$ cat config.mk
export PLATFORM = sky130hd
export DESIGN_NAME = playlist_sequencer
export DESIGN_NICKNAME = d
export VERILOG_FILES = /design/src/rtl/playlist_sequencer_pkg.sv /design/src/rtl/playlist_sequencer_shuffle_lfsr.sv /design/src/rtl/playlist_sequencer.sv
export SDC_FILE = /design/constraint.sdc
export NUM_CORES = 1
export LEC_CHECK = 0
export BUFFER_PORTS_ARGS = -buffer_cell sky130_fd_sc_hd__clkbuf_2
export CORE_MARGIN = 2
export CORE_UTILIZATION = 30
export CTS_CLUSTER_DIAMETER = 150
export DETAILED_ROUTE_END_ITERATION = 10
export GPL_ROUTABILITY_DRIVEN = 0
export HOLD_SLACK_MARGIN = 0.1
export PLACE_DENSITY = 0.52
export SETUP_SLACK_MARGIN = 0.05
export SLEW_MARGIN = 20
export SYNTH_ARGS = -nofsm -noshare
export SYNTH_HDL_FRONTEND = slang
export SYNTH_HIERARCHICAL = 1
export SYNTH_SLANG_ARGS = --single-unit
$ cat constraint.sdc
create_clock -name clk -period 4.8 [get_ports clk]
set_input_delay 0.96 -clock clk [delete_from_list [all_inputs] [get_ports clk]]
set_output_delay 0.96 -clock clk [all_outputs]
set_load 0.02 [all_outputs]
$ cat src/rtl/playlist_sequencer_pkg.sv
// playlist_sequencer_pkg: shared command/key codes, play modes and FSM state encoding
package playlist_sequencer_pkg;
    localparam logic [4:0] CMD_IDLE     = 5'b00000;
    localparam logic [4:0] CMD_PLAY     = 5'b10000;
    localparam logic [4:0] CMD_PAUSE    = 5'b10001;
    localparam logic [4:0] CMD_STOP     = 5'b10010;
    localparam logic [4:0] CMD_SEL_BASE = 5'b10100;
    localparam logic [4:0] KEY_NEXT     = 5'b11000;
    localparam logic [4:0] KEY_PREV     = 5'b11001;

    localparam logic [1:0] MODE_SINGLE     = 2'b00;
    localparam logic [1:0] MODE_REPEAT_ONE = 2'b01;
    localparam logic [1:0] MODE_REPEAT_ALL = 2'b10;
    localparam logic [1:0] MODE_SHUFFLE    = 2'b11;

    typedef enum logic [2:0] {
        S_IDLE, S_SEL, S_SETTLE, S_GO, S_ARM, S_PLAY, S_PAUSED, S_GAP
    } state_t;

    function automatic logic [4:0] sel_cmd(input logic [1:0] s);
        return CMD_SEL_BASE | {3'b000, s};
    endfunction
endpackage

$ cat src/rtl/playlist_sequencer_shuffle_lfsr.sv
// shuffle_lfsr: free-running 8-bit Fibonacci LFSR (taps 8,6,5,4) used to pick shuffle songs
//  clk   in  system clock
//  reset in  asynchronous active-high reset, loads SEED
//  q     out current LFSR state
module shuffle_lfsr #(
    parameter logic [7:0] SEED = 8'hA5
) (
    input  logic       clk,
    input  logic       reset,
    output logic [7:0] q
);
    always_ff @(posedge clk or posedge reset)
        if (reset) q <= SEED;
        else       q <= {q[6:0], q[7] ^ q[5] ^ q[4] ^ q[3]};
endmodule

$ cat src/rtl/playlist_sequencer.sv
// playlist_sequencer: arbitrates keypad commands and end-of-song advance into score reader commands
//  clk        in  system clock
//  reset      in  asynchronous active-high reset
//  key_valid  in  one-cycle strobe qualifying key_code
//  key_code   in  10000 play/pause, 10010 stop, 11000 next, 11001 prev, 101ss select
//  mode       in  00 single, 01 repeat-one, 10 repeat-all, 11 shuffle
//  playing_i  in  score reader playing flag
//  cmd        out one-cycle command to the score reader, 00000 when idle
//  song_idx   out currently selected song
//  state_o    out FSM state (debug)
//  busy       out high in every state except IDLE
module playlist_sequencer
    import playlist_sequencer_pkg::*;
#(
    parameter int         SETTLE_CYC = 4,
    parameter int         ARM_CYC    = 16,
    parameter int         GAP_CYC    = 12_000_000,
    parameter logic [7:0] LFSR_SEED  = 8'hA5
) (
    input  logic       clk,
    input  logic       reset,
    input  logic       key_valid,
    input  logic [4:0] key_code,
    input  logic [1:0] mode,
    input  logic       playing_i,
    output logic [4:0] cmd,
    output logic [1:0] song_idx,
    output logic [2:0] state_o,
    output logic       busy
);
    localparam logic [23:0] SETTLE_LAST = 24'(SETTLE_CYC - 1);
    localparam logic [23:0] ARM_LAST    = 24'(ARM_CYC - 1);
    localparam logic [23:0] GAP_LAST    = 24'(GAP_CYC - 1);

    state_t      state, nstate, adv_state;
    logic [1:0]  song, nsong, adv_song, nav_song, rnd, shuf;
    logic [4:0]  ncmd;
    logic [23:0] cnt;
    logic        prev_play, fall;
    logic        is_play, is_stop, is_next, is_prev, is_sel, nav;
    logic [5:0]  unused_lfsr;

    shuffle_lfsr #(.SEED(LFSR_SEED)) u_lfsr (
        .clk   (clk),
        .reset (reset),
        .q     ({unused_lfsr, rnd})
    );

    assign is_play  = key_valid && key_code == CMD_PLAY;
    assign is_stop  = key_valid && key_code == CMD_STOP;
    assign is_next  = key_valid && key_code == KEY_NEXT;
    assign is_prev  = key_valid && key_code == KEY_PREV;
    assign is_sel   = key_valid && key_code[4:2] == CMD_SEL_BASE[4:2];
    assign nav      = is_next || is_prev || is_sel;
    assign nav_song = is_next ? song + 2'd1 : is_prev ? song - 2'd1 : key_code[1:0];
    assign fall     = prev_play && !playing_i;

    // Shuffle never repeats the current song: a collision bumps to the next one.
    assign shuf      = (rnd == song) ? rnd + 2'd1 : rnd;
    assign adv_song  = (mode == MODE_REPEAT_ALL) ? song + 2'd1 : (mode == MODE_SHUFFLE) ? shuf : song;
    assign adv_state = (mode == MODE_SINGLE) ? S_IDLE : S_GAP;

    always_comb begin
        nstate = state;
        nsong  = song;
        ncmd   = CMD_IDLE;
        case (state)
            S_IDLE:
                if (is_play) nstate = S_SEL;
                else if (is_sel) begin
                    nsong  = key_code[1:0];
                    nstate = S_SEL;
                end
            S_SEL: begin
                ncmd   = sel_cmd(song);
                nstate = S_SETTLE;
            end
            S_SETTLE: if (cnt >= SETTLE_LAST) nstate = S_GO;
            S_GO: begin
                ncmd   = CMD_PLAY;
                nstate = S_ARM;
            end
            S_ARM:
                if (playing_i) nstate = S_PLAY;
                else if (cnt >= ARM_LAST) begin
                    nstate = adv_state;
                    nsong  = adv_song;
                end
            default: // PLAY, PAUSED, GAP share key handling; keys beat end-of-song and gap expiry
                if (is_stop) begin
                    ncmd   = CMD_STOP;
                    nstate = S_IDLE;
                end else if (nav) begin
                    nsong  = nav_song;
                    nstate = S_SEL;
                end else if (is_play) begin
                    nstate = (state == S_PLAY) ? S_PAUSED : (state == S_PAUSED) ? S_GO : S_SEL;
                    ncmd   = (state == S_PLAY) ? CMD_PAUSE : CMD_IDLE;
                end else if (state == S_PLAY && fall) begin
                    nstate = adv_state;
                    nsong  = adv_song;
                end else if (state == S_GAP && cnt >= GAP_LAST) nstate = S_SEL;
        endcase
    end

    always_ff @(posedge clk or posedge reset)
        if (reset) begin
            state     <= S_IDLE;
            song      <= 2'd1;
            cmd       <= CMD_IDLE;
            cnt       <= '0;
            prev_play <= 1'b0;
        end else begin
            state     <= nstate;
            song      <= nsong;
            cmd       <= ncmd;
            cnt       <= (nstate != state) ? '0 : (&cnt ? cnt : cnt + 24'd1);
            // Cleared in SEL so a fall left over from the previous song is never seen.
            prev_play <= (state == S_SEL) ? 1'b0 : playing_i;
        end

    assign song_idx = song;
    assign state_o  = state;
    assign busy     = state != S_IDLE;
endmodule

Yosys cells after proc, flatten, opt, wreduce, memory -nomap -nowiden
Cells that the tools add are included.
{"block": "word_totals", "regBits": 43, "latch_bits": 0, "mem_bits_rw": 0, "romBits": 0, "inputBits": 11, "elab_cells": 95, "memories": 0}
{"block": "classes", "n_addsub": 4, "multipliers": 0, "div": 0, "magnitude_cmp": 3, "eq_ne": 23, "shifts": 0, "n_mux": 36, "bitwise_logic": 4, "reduce_logical": 19}
{"operator": "24-bit 2-to-1 mux", "count": 2}
{"operator": "3-bit 2-to-1 mux", "count": 12}
{"operator": "2-bit 2-to-1 mux", "count": 14}
{"operator": "24-bit by 1-bit adder with 24-bit output (second input constant)", "count": 1}
{"operator": "24-bit by 2-bit greater-or-equal comparator with 1-bit output (second input constant)", "count": 1}
{"operator": "24-bit greater-or-equal comparator (second input constant)", "count": 1}
{"operator": "24-bit by 4-bit greater-or-equal comparator with 1-bit output (second input constant)", "count": 1}
{"operator": "24-bit AND reduction", "count": 1}
{"operator": "5-bit == test (second input constant)", "count": 4}
{"operator": "5-bit 2-to-1 mux", "count": 4}
{"operator": "3-bit == test (second input constant)", "count": 5}
{"operator": "3-bit one-hot mux with 5 select lines", "count": 1}
{"operator": "5-bit one-hot mux with 3 select lines", "count": 1}
{"operator": "2-bit != test (second input constant)", "count": 5}
{"operator": "1-bit logical AND", "count": 8}
{"operator": "8-bit AND reduction", "count": 1}
{"operator": "3-bit by 2-bit == test with 1-bit output (second input constant)", "count": 2}
{"operator": "3-bit by 1-bit != test with 1-bit output (second input constant)", "count": 2}
{"operator": "2-bit one-hot mux with 3 select lines", "count": 1}
{"operator": "3-bit OR reduction", "count": 2}
{"operator": "2-bit by 1-bit adder with 2-bit output (second input constant)", "count": 2}
{"operator": "2-bit == test (second input constant)", "count": 2}
{"operator": "4-bit nonzero test", "count": 1}
{"operator": "3-bit by 1-bit == test with 1-bit output (second input constant)", "count": 1}
{"operator": "11 further kinds", "count": 14}

Longest topological paths before layout
Gate-level depths: netlist of run 1.
{"block": "depth", "ltp_word": 10, "mapped_depth": 9, "ltp_nobuf": 8}

By module
The synthesis of run 1 kept the hierarchy.
{"mod": "playlist_sequencer", "n_inst": 1, "cells_per_inst": 287, "area_each_um2": 2431.1, "seq_area_each_um2": 852.1}
{"mod": "shuffle_lfsr", "n_inst": 1, "cells_per_inst": 12, "area_each_um2": 235.2, "seq_area_each_um2": 205.2}

Worst setup path before layout of run 1
Ideal clock, no wire load.
{"block": "synth_timing", "path_type": "input -> register", "from": "in key_code[1]", "to": "reg cnt[19]", "setup_ns": 0.071, "arrival_time_ns": 2.757, "required_time_ns": 4.729, "setup_slack_ns": 1.972, "path_stages": 9, "path_cell_list": "buf_6 > nand4bb_4 > or3_4 > a311o_1 > and4_4 > o31ai_4 > nand3_4 > buf_6 > nor2_1"}
{"block": "synth_via", "elab_chain_cells": 9}
{"element": "start: declaration", "line": "playlist_sequencer.sv:23", "source": "input logic [4:0] key_code,"}
{"element": "5-bit == test, on equally long branches", "line": "playlist_sequencer.sv:51, playlist_sequencer.sv:52"}
{"element": "1-bit logical AND, on equally long branches", "line": "playlist_sequencer.sv:51, playlist_sequencer.sv:52"}
{"element": "1-bit logical OR (2 in a row)", "line": "playlist_sequencer.sv:54", "source": "assign nav = is_next || is_prev || is_sel;"}
{"element": "3-bit 2-to-1 mux", "line": "playlist_sequencer.sv:93", "source": "end else if (nav) begin"}
{"element": "3-bit 2-to-1 mux", "line": "playlist_sequencer.sv:90", "source": "if (is_stop) begin"}
{"element": "3-bit one-hot mux with 5 select lines (*)", "line": "playlist_sequencer.sv:67", "source": "case (state)"}
{"element": "3-bit != test (*)", "line": "playlist_sequencer.sv:117", "source": "cnt <= (nstate != state) ? '0 : (&cnt ? cnt : cnt + 24'd1);"}
{"element": "2-bit != test (no source line) or 24-bit 2-to-1 mux (tied branches)"}
{"element": "end signal: assignment", "line": "playlist_sequencer.sv:117"}
{"element": "end: declaration", "line": "playlist_sequencer.sv:38", "source": "logic [23:0] cnt;"}
Every way passes the cells marked *; elsewhere a longest branch is shown, timed or not.
A chain may end at the register's enable or synchronous reset.

Worst setup path in the final report of run 1
{"block": "layout_timing", "from": "reg state[2], in the netlist state_o[2]", "to": "reg cnt[4]"}
{"block": "layout_via", "elab_chain_cells": 10}
{"element": "start: declaration", "line": "playlist_sequencer.sv:35", "source": "state_t state, nstate, adv_state;"}
{"element": "start signal: assignment", "line": "playlist_sequencer.sv:114", "source": "state <= nstate;"}
{"element": "3-bit == test", "line": "playlist_sequencer.sv:102", "source": "end else if (state == S_GAP && cnt >= GAP_LAST) nstate = S_SEL;"}
{"element": "1-bit logical AND", "line": "playlist_sequencer.sv:102"}
{"element": "3-bit 2-to-1 mux", "line": "playlist_sequencer.sv:102"}
{"element": "3-bit 2-to-1 mux", "line": "playlist_sequencer.sv:99", "source": "end else if (state == S_PLAY && fall) begin"}
{"element": "3-bit 2-to-1 mux", "line": "playlist_sequencer.sv:96", "source": "end else if (is_play) begin"}
{"element": "3-bit 2-to-1 mux", "line": "playlist_sequencer.sv:93"}
{"element": "3-bit 2-to-1 mux", "line": "playlist_sequencer.sv:90"}
{"element": "3-bit one-hot mux with 5 select lines", "line": "playlist_sequencer.sv:67"}
{"element": "3-bit != test (*)", "line": "playlist_sequencer.sv:117"}
{"element": "2-bit != test (no source line) or 24-bit 2-to-1 mux (tied branches)"}
Marks and branches as above.

==> flow_metrics.env, run 1 <==
export IMPL_status="completed"
export IMPL_cts_repair_timing_setup_buffer_count=0
export IMPL_ys_warnings_count=6
export IMPL_cts_num_sinks=42
export IMPL_ant_nets=0
export IMPL_tightest_slew_ns=0.853
export IMPL_timing_critical_path_slowest_stage_cell="dfrtp_1"
export IMPL_timing_final_setup_violations=0
export IMPL_seq_area_frac_synth_pct=39.7
export IMPL_clk_insertion_delay_late_ns=0.30
export IMPL_detail_route_wl_per_cell_um=14.2
export IMPL_worstPathArrival_ns=3.09
export IMPL_post_route_cells_drive_above_1_share_pct=18.8
export IMPL_hold_violations=0
export IMPL_synth_distinct_cells=56
export IMPL_critPathBufInv=0
export IMPL_htree_num_levels=2
export IMPL_crit_type="reg2reg"
export IMPL_cts_max_path_buffers=2
export IMPL_rsz_0062_raised_after_global_routing="no"
export IMPL_summed_instance_area_of_the_synthesized_netlist_mm2=0.00267
export IMPL_final_seq_area_mm2=0.00106
export IMPL_rrSetupSlack_ns=1.93
export IMPL_groute_usage_overall_pct=13.0
export IMPL_cts_hold_fix_buffers=0
export IMPL_min_from="u_lfsr/q[6]"
export IMPL_detail_route_drc_violations=0
export IMPL_r2r_end="cnt[4]"
export IMPL_pin_count=22
export IMPL_cts_made_buffers=5
export IMPL_grt_max_degree=35
export IMPL_postSynthCellCount=299
export IMPL_initial_util_pct=30.7
export IMPL_grt_antenna_before_repair=0
export IMPL_slowest_delay_ns=0.91
export IMPL_min_period_over_period_pct=59.9
export IMPL_die_width_um=98.3
export IMPL_syn_to_final_growth_pct=9.48
export IMPL_hold_class="reg2reg"
export IMPL_synthArstFlopShare_pct=100
export IMPL_final_util_pct=33.6
export IMPL_grt_overflow=0
export IMPL_most_used_dff_post_synth="dfrtp_1"
export IMPL_synth_enable_flop_cells=0
export IMPL_post_route_setup_tns_ns=0
export IMPL_drtPass1Iterations=4
export IMPL_final_net_count=325
export IMPL_multi_input_logic_area_mm2=0.00148
export IMPL_largest_clock_skew_in_the_final_design_ns=0.00759
export IMPL_grt_pass1_vias=2073
export IMPL_cts_root_buffer="clkbuf_8"
export IMPL_maxSlewViolCount=0
export IMPL_fillers=927
export IMPL_max_cap_violations=0
export IMPL_cts_reportedPaths_clkPinSlew_ns=0.09
export IMPL_core_area_mm2=0.00868
export IMPL_route_vias_total=2182
export IMPL_die_area_mm2=0.00966
export IMPL_worst_path_dominant_cell_family="simple AND/OR/NAND/NOR gates"
export IMPL_finalWirelength_um=6000
export IMPL_worst_ep_required_ns=5.02
export IMPL_startpoint_of_the_worst_setup_timing_path="state_o[2]"
export IMPL_timing_rr_start="state_o[2]"
export IMPL_die_height_um=98.3
export IMPL_leakage_power_nw=1.15
export IMPL_worstSetupStartpointType="flop"
export IMPL_post_cts_resized_instances=0
export IMPL_cp_end_kind="flop"
export IMPL_timing_reg2reg_worst_path_depth=7
export IMPL_critical_path_peak_fanout=29
export IMPL_synth_ff_latch_count=42
export IMPL_core_rowCount=34
export IMPL_critical_path_cell_chain="nor2b_1 > nand4_1 > a311o_1 > and4_4 > o31ai_4 > nand3_4 > nor2_1"
export IMPL_max_slew_margin_rel_pct=43.1
export IMPL_count_of_buffers_from_port_buffering=20
export IMPL_grt_first_pass_wirelength_um=10300
export IMPL_powerDensity_mw_per_mm2=412
export IMPL_drt_iter0_markers=148
export IMPL_whs_path_depth=0
export IMPL_antenna_cells_inserted=0
export IMPL_mappedNetlistNets=311
export IMPL_power_ir_vdd_worst_mv=0.175
export IMPL_cts_tree="built"
export IMPL_avgViaCountPerCell=5.17
export IMPL_min_delay_worst_endpoint="u_lfsr/q[7]"
export IMPL_min_period_ns=2.87
export IMPL_syn_avg_cell_area_um2=8.92
export IMPL_clock_fmax_ghz=0.348
export IMPL_hpwl_after_dpl_um=4290
==> metrics by stage <==
stage | area (µm²) | setup slack, ns | power (mW) | hold slack [ns] | std cells
4_1_cts | 2920 | 1.92 | 1.22 | 0.358 | 422
5_1_grt | 2920 | 1.66 | 1.30 | 0.385 | 422
3_5_place_dp | 2830 | 1.62 | 0.985 | 0.337 | 414
2_1_floorplan | 2670 | 1.97 | 0.891 | 0.333 | 299
3_3_place_gp | 2830 | 1.68 | 0.985 | 0.335 | 414
6_report | 2920 | 1.93 | 1.20 | 0.357 | 422
==> sequential cells by signal, summed over array words and instances (netlist names) <==
register,count
state_o,3
cmd,4
cnt,24
u_lfsr/q,8
prev_play,1
song_idx,2
==> how the worst max path moves through the flow <==
stage                     endpoint  slack (ns)  depth (start not counted)
after CTS                   cnt[4]        1.92                          8
after detailed placement    cnt[4]        1.62                          8
after floorplan            cnt[19]        1.97                          9
after global routing       cnt[14]        1.66                          7
after global placement      cnt[7]        1.68                          8
final                       cnt[4]        1.93                          7
==> power breakdown <==
| group | switching (mW) | total [mW] | internal [mW] |
|---|---|---|---|
| Sequential | 0.0942 | 0.487 | 0.393 |
| Combinational | 0.314 | 0.483 | 0.169 |
| Clock | 0.129 | 0.231 | 0.102 |
==> kinds of logic (layout without fill, tap and decap cells) <==
kind of cell	Yosys count	in the layout	synth area share (%)
and+or+nand+nor	132	132	27.7
AOI/OAI and AO/OA	63	63	16.2
DFF	42	42	39.7
buffers and inverters	28	43	4.97
xor gates and xnor gates	27	27	8.87
muxes	5	5	1.97
adders and majority gates	1	1	0.469
other	1	1	0.141
==> worst register-to-register path: cells and delay by family, from the launching register on <==
family / cells / cell delay [ns]
AOI/OAI and AO/OA: 2 / 0.64
DFF: 1 / 0.91
and+or+nand+nor: 5 / 1.24
==> final cells by class <==
type	instances	share of cell area [%]
multi-input cells	229	50.6
flip-flops and latches	42	36.2
well taps	108	4.63
repair buffers	21	3.69
clock buffers	5	2.36
inverters	14	1.80
clock inverters	3	0.729
==> layout by cell type, fill, tap and decap left out, types with 3 or more instances in the layout <==
master,n
a21oi_1,15
a31oi_1,3
and2_1,3
and3_1,6
clkbuf_2,20
clkbuf_8,5
dfrtp_1,37
dfstp_2,5
inv_1,14
mux2i_1,3
nand2_1,12
nand2b_1,3
nand3_1,15
nand4_1,11
nor2_1,34
nor2_2,14
nor2b_1,6
nor3_1,8
nor4_1,7
o211ai_1,4
o21ai_0,13
o31ai_1,4
or3_1,3
xnor2_1,17
xor2_1,10
==> routing by layer <==
metal / vias up / part of all wire (%) / global-route usage (%)
li1: 1096 / - / -
met1: 1030 / 48 / 18.7
met4: 0 / 0.48 / 2.95
met5: - / 0 / 0
met3: 2 / 4.6 / 2.86
met2: 54 / 47 / 20.3
==> cells in the mapped netlist (all sizes together), types with 4 or more instances <==
cell type,count,area (µm²)
nand3,16,92.6
o31ai,5,51.3
or3,4,30.0
nor4,7,43.8
xnor2,17,149
nand4,11,68.8
nor3,8,40.0
nor2b,6,37.5
a21oi,15,75.1
dfstp,5,131
inv,14,52.6
o21ai,13,65.1
nand2,12,45.0
dfrtp,37,926
xor2,10,87.6
clkbuf,8,30.0
o211ai,4,30.0
and3,6,37.5
buf,6,50.0
nor2,48,215
Power figures use the tool's default switching activity.
==> run 2, diff against run 1 <==
- clock period: 4.8 -> 3 ns (I/O delays scaled with it)
==> run 2 against run 1 <==
  * Core utilization is 0.66 points higher
  * Critical path depth is the same
  * Worst hold slack worse by 0.14 ns
  * Power is 71% higher
  * Fmax up 8.8%
  * Die area stayed put
  * Clock-buffer cell count is 1 higher
  * Final area up 2.0%
  * Register-to-register slack worse by 1.6 ns
  * Final cell count is 1.2% higher
  * Sequential power is 46% higher
  * Critical path type unchanged
  * Critical endpoint is now cnt[2]
  * Highest routed layer unchanged
==> flow_metrics.env, run 2 (synthesized netlist as in run 1, its figures left out) <==
export IMPL_post_cts_resized_instances=0
export IMPL_die_width_um=98.3
export IMPL_fillers=927
export IMPL_post_route_setup_tns_ns=0
export IMPL_grt_antenna_before_repair=0
export IMPL_drtPass1Iterations=4
export IMPL_layout_commonest_cell="dfrtp_1"
export IMPL_count_of_buffers_from_port_buffering=20
export IMPL_pin_count=22
export IMPL_cts_tree="built"
export IMPL_syn_to_final_growth_pct=11.6
export IMPL_powerDensity_mw_per_mm2=689
export IMPL_worstSetupStartpointType="flop"
export IMPL_cts_reportedPaths_clkPinSlew_ns=0.08
export IMPL_cts_root_buffer="clkbuf_8"
export IMPL_post_route_cells_drive_above_1_share_pct=19.7
export IMPL_ant_nets=0
export IMPL_initial_util_pct=30.7
export IMPL_cp_end_kind="flop"
export IMPL_grt_overflow=0
export IMPL_critical_path_peak_fanout=24
export IMPL_timing_final_setup_violations=0
export IMPL_hold_violations=0
export IMPL_die_area_mm2=0.00966
export IMPL_clk_insertion_delay_late_ns=0.30
export IMPL_hold_class="in2async"
export IMPL_drt_iter0_markers=105
export IMPL_leakage_power_nw=1.19
export IMPL_cts_num_sinks=42
export IMPL_critical_path_cell_chain="nor4_1 > nand4_1 > o21ai_0 > a21oi_1 > a311oi_1 > nand3_4 > nor2_2"
export IMPL_avgViaCountPerCell=5.23
export IMPL_min_period_ns=2.64
export IMPL_clock_fmax_ghz=0.379
export IMPL_groute_usage_overall_pct=13.5
export IMPL_core_area_mm2=0.00868
export IMPL_power_ir_vdd_worst_mv=0.199
export IMPL_cts_hold_fix_buffers=0
export IMPL_cts_made_buffers=5
export IMPL_reg_largest_list="cnt: 24 flops, u_lfsr/q: 8 flops, cmd: 4 flops"
export IMPL_max_cap_violations=0
export IMPL_final_net_count=330
export IMPL_grt_max_degree=35
export IMPL_worst_ep_required_ns=3.23
export IMPL_cts_max_path_buffers=2
export IMPL_rrSetupSlack_ns=0.36
export IMPL_timing_reg2reg_worst_path_depth=7
export IMPL_slowest_delay_ns=0.52
export IMPL_antenna_cells_inserted=0
export IMPL_detail_route_drc_violations=0
export IMPL_largest_clock_skew_in_the_final_design_ns=0.00474
export IMPL_htree_num_levels=2
export IMPL_timing_rr_start="cnt[17]"
export IMPL_top_library_cells_by_usage_in_the_layout_fill_and_taps_aside="37 x dfrtp_1, 34 x nor2_1, 20 x clkbuf_2"
export IMPL_tightest_slew_ns=0.709
export IMPL_final_cells=427
export IMPL_core_rowCount=34
export IMPL_registers_top_by_ff_count="cnt"
export IMPL_die_height_um=98.3
export IMPL_min_period_over_period_pct=88.0
export IMPL_timing_critical_path_slowest_stage_cell="a311oi_1"
export IMPL_grt_pass1_vias=2116
export IMPL_cts_repair_timing_setup_buffer_count=0
export IMPL_rsz_0062_raised_after_global_routing="no"
export IMPL_max_slew_margin_rel_pct=52.3
export IMPL_worstPathArrival_ns=2.87
export IMPL_hpwl_after_dpl_um=4490
export IMPL_place_detailed_instances=419
export IMPL_grt_first_pass_wirelength_um=10600
export IMPL_finalWirelength_um=6160
export IMPL_largest_register_ff_count=24
export IMPL_detail_route_wl_per_cell_um=14.4
export IMPL_status="completed"
export IMPL_route_vias_total=2234
export IMPL_r2r_end="cnt[2]"
export IMPL_maxSlewViolCount=0
export IMPL_crit_type="reg2reg"
run 2: power by group:
group,switching [mW],internal (mW)
logic,0.574,0.308
registers,0.0822,0.631
clock network,0.206,0.249
total,0.862,1.19
run 2: final cells by class:
| type | instances | area, µm² | area share, % |
|---|---|---|---|
| multi-input combinational | 229 | 1480 | 49.6 |
| tap | 108 | 135 | 4.54 |
| clock inverter | 2 | 37.5 | 1.26 |
| clock buffer | 6 | 72.6 | 2.44 |
| timing repair buffer | 26 | 145 | 4.88 |
| sequential | 42 | 1060 | 35.5 |
| inverter | 14 | 52.6 | 1.77 |
run 2: critical path: cells and delay by family (launching register included):
family | cells | cell delay [ns]
DFF | 1 | 0.46
and+or+nand+nor | 4 | 1.18
AOI/OAI and AO/OA | 3 | 0.90
run 2: worst max-delay path by stage:
| stage | from | end | cells past startpoint |
|---|---|---|---|
| finish | cnt[17] | cnt[2] | 7 |
| detailed placement | key_code[1] | cnt[19] | 8 |
| global placement | key_code[1] | cnt[6] | 8 |
| global route | cnt[17] | cnt[7] | 7 |
| floorplan | key_code[1] | cnt[19] | 9 |
| CTS | cnt[17] | cnt[14] | 7 |
run 2: per-stage QoR:
stage	hold WS [ns]	total power [mW]	utilization (%)	setup slack, ns	cell area, µm²
floorplan	0.333	1.43	-	0.532	2670
global placement	0.336	1.62	33.0	0.243	2870
detailed placement	0.338	1.62	33.0	0.202	2870
CTS	0.226	2.08	34.3	0.314	2980
global route	0.260	2.21	34.3	0.0563	2980
finish	0.222	2.05	34.3	0.359	2980
run 2: per-layer routing:
| metal | wire, µm | track usage (%) | vias to the layer above |
|---|---|---|---|
| met5 | 0 | 0 | - |
| met4 | 59 | 3.48 | 0 |
| met3 | 238 | 2.51 | 6 |
| met2 | 2860 | 21.1 | 40 |
| met1 | 3010 | 19.2 | 1088 |
| li1 | - | - | 1100 |
==> run 3, diff against run 2 <==
- clock period: 3 -> 3.2 ns (I/O delays scaled with it)
==> run 3 against run 2 <==
  * Global-route usage increased by 0.062 points
  * Sequential power decreased by 6.2%
  * Clock power decreased by 6.8%
  * Worst hold slack improved by 0.042 ns
  * Routed wire length decreased by 2.4%
  * Sequential cell count unchanged
  * Clock skew increased by 0.0051 ns
  * Clock-buffer cell count unchanged
  * Fmax increased by 2.8%
  * Power decreased by 6.6%
  * Critical endpoint is now cnt[7]
==> flow_metrics.env, run 3 (synthesized netlist as in run 1, its figures left out) <==
export IMPL_detail_route_wl_per_cell_um=14.1
export IMPL_cp_end_kind="flop"
export IMPL_powerDensity_mw_per_mm2=645
export IMPL_max_slew_margin_rel_pct=46.8
export IMPL_core_area_mm2=0.00868
export IMPL_layout_commonest_cell="dfrtp_1"
export IMPL_count_of_buffers_from_port_buffering=20
export IMPL_grt_pass1_vias=2252
export IMPL_cts_tree="built"
export IMPL_largest_clock_skew_in_the_final_design_ns=0.00986
export IMPL_grt_max_degree=35
export IMPL_route_vias_total=2194
export IMPL_min_period_over_period_pct=80.3
export IMPL_post_cts_resized_instances=0
export IMPL_worst_ep_required_ns=3.42
export IMPL_met3RoutedLength_um=258
export IMPL_registers_top_by_ff_count="cnt"
export IMPL_syn_to_final_growth_pct=11.4
export IMPL_maxSlewViolCount=0
export IMPL_htree_num_levels=2
export IMPL_die_height_um=98.3
export IMPL_cts_max_path_buffers=2
export IMPL_multi_input_logic_area_mm2=0.00148
export IMPL_clock_fmax_ghz=0.389
export IMPL_cts_hold_fix_buffers=0
export IMPL_r2r_end="cnt[7]"
export IMPL_core_rowCount=34
export IMPL_initial_util_pct=30.7
export IMPL_startpoint_of_the_worst_setup_timing_path="cnt[17]"
export IMPL_status="completed"
export IMPL_hpwl_after_dpl_um=4380
export IMPL_tightest_slew_ns=0.788
export IMPL_cts_root_buffer="clkbuf_8"
export IMPL_crit_type="reg2reg"
export IMPL_final_net_count=329
export IMPL_ant_nets=0
export IMPL_detailed_route_wire_length_on_metal_1_um=2950
export IMPL_post_route_setup_tns_ns=0
export IMPL_min_period_ns=2.57
export IMPL_avgViaCountPerCell=5.15
export IMPL_leakage_power_nw=1.18
export IMPL_final_util_pct=34.2
export IMPL_hold_class="in2async"
export IMPL_hold_violations=0
export IMPL_die_area_mm2=0.00966
export IMPL_grt_antenna_before_repair=0
export IMPL_rsz_0062_raised_after_global_routing="no"
export IMPL_finalWirelength_um=6010
export IMPL_rrSetupSlack_ns=0.63
export IMPL_drtPass1Iterations=4
export IMPL_drt_iter0_markers=55
export IMPL_cts_reportedPaths_clkPinSlew_ns=0.09
export IMPL_detail_route_drc_violations=0
export IMPL_groute_usage_overall_pct=13.5
export IMPL_max_cap_violations=0
export IMPL_routed_wl_met2_um=2730
export IMPL_power_ir_vdd_worst_mv=0.202
export IMPL_clk_insertion_delay_late_ns=0.30
export IMPL_worstPathArrival_ns=2.78
export IMPL_critical_path_peak_fanout=24
export IMPL_largest_register_ff_count=24
export IMPL_top_layer="met4"
export IMPL_grt_overflow=0
export IMPL_top_library_cells_by_usage_in_the_layout_fill_and_taps_aside="37 x dfrtp_1, 34 x nor2_1, 20 x clkbuf_2"
export IMPL_grt_first_pass_wirelength_um=10700
export IMPL_timing_reg2reg_worst_path_depth=7
export IMPL_reg_largest_list="cnt: 24 flops, u_lfsr/q: 8 flops, cmd: 4 flops"
export IMPL_worstSetupStartpointType="flop"
export IMPL_cts_num_sinks=42
export IMPL_fillers=937
export IMPL_timing_final_setup_violations=0
export IMPL_antenna_cells_inserted=0
export IMPL_cts_repair_timing_setup_buffer_count=0
export IMPL_pin_count=22
export IMPL_timing_rr_start="cnt[17]"
export IMPL_die_width_um=98.3
export IMPL_cts_made_buffers=5
export IMPL_post_route_cells_drive_above_1_share_pct=19.5
export IMPL_final_seq_area_mm2=0.00106
[run 3: cell count changes in the layout (fill, tap and decap cells not counted), sizes merged]
| cell | previous run | this run |
|---|---|---|
| buf | 6 | 5 |
[run 3: critical path, cell delays in order (launching register included)]
cell and delay [ns]:
dfrtp_1 0.45, nor4_1 0.36, nand4_1 0.24, o21ai_0 0.28
a21oi_1 0.12, a311oi_1 0.42, nand3_4 0.39, nor2_1 0.20
[run 3: how the worst max path moves through the flow]
stage | depth (start not counted) | end | slack (ns)
5_1_grt | 8 | cnt[14] | 0.38
4_1_cts | 7 | cnt[14] | 0.55
3_5_place_dp | 8 | cnt[14] | 0.35
6_report | 7 | cnt[7] | 0.63
3_3_place_gp | 8 | cnt[5] | 0.40
2_1_floorplan | 9 | cnt[19] | 0.69
[run 3: power by group]
part           switching (mW)  internal, mW  total (mW)
combinational           0.538         0.283       0.821
sequential             0.0783         0.591       0.669
clock                   0.190         0.233       0.423
total                   0.807          1.11        1.91
[run 3: routing by layer]
layer / track usage, % / vias to the layer above
met2: 21.7 / 54
met1: 18.7 / 1028
li1: - / 1102
met5: 0 / -
met3: 2.72 / 10
met4: 3.79 / 0
[run 3: stage by stage]
step           area (µm²)  std cells  hold slack, ns  setup slack (ns)  power [mW]
2_1_floorplan        2670        299           0.333             0.692        1.34
3_3_place_gp         2860        418           0.335             0.402        1.51
3_5_place_dp         2860        418           0.343             0.350        1.51
4_1_cts              2970        426           0.271             0.545        1.94
5_1_grt              2970        426           0.282             0.382        2.06
6_report             2970        426           0.264             0.631        1.91
[run 3: layout make-up]
| type | instances | area share (%) |
|---|---|---|
| Inverter | 14 | 1.77 |
| Multi-Input combinational cell | 229 | 49.7 |
| Sequential cell | 42 | 35.6 |
| Clock inverter | 2 | 1.26 |
| Clock buffer | 6 | 2.44 |
| Tap cell | 108 | 4.55 |
| Timing Repair Buffer | 25 | 4.64 |
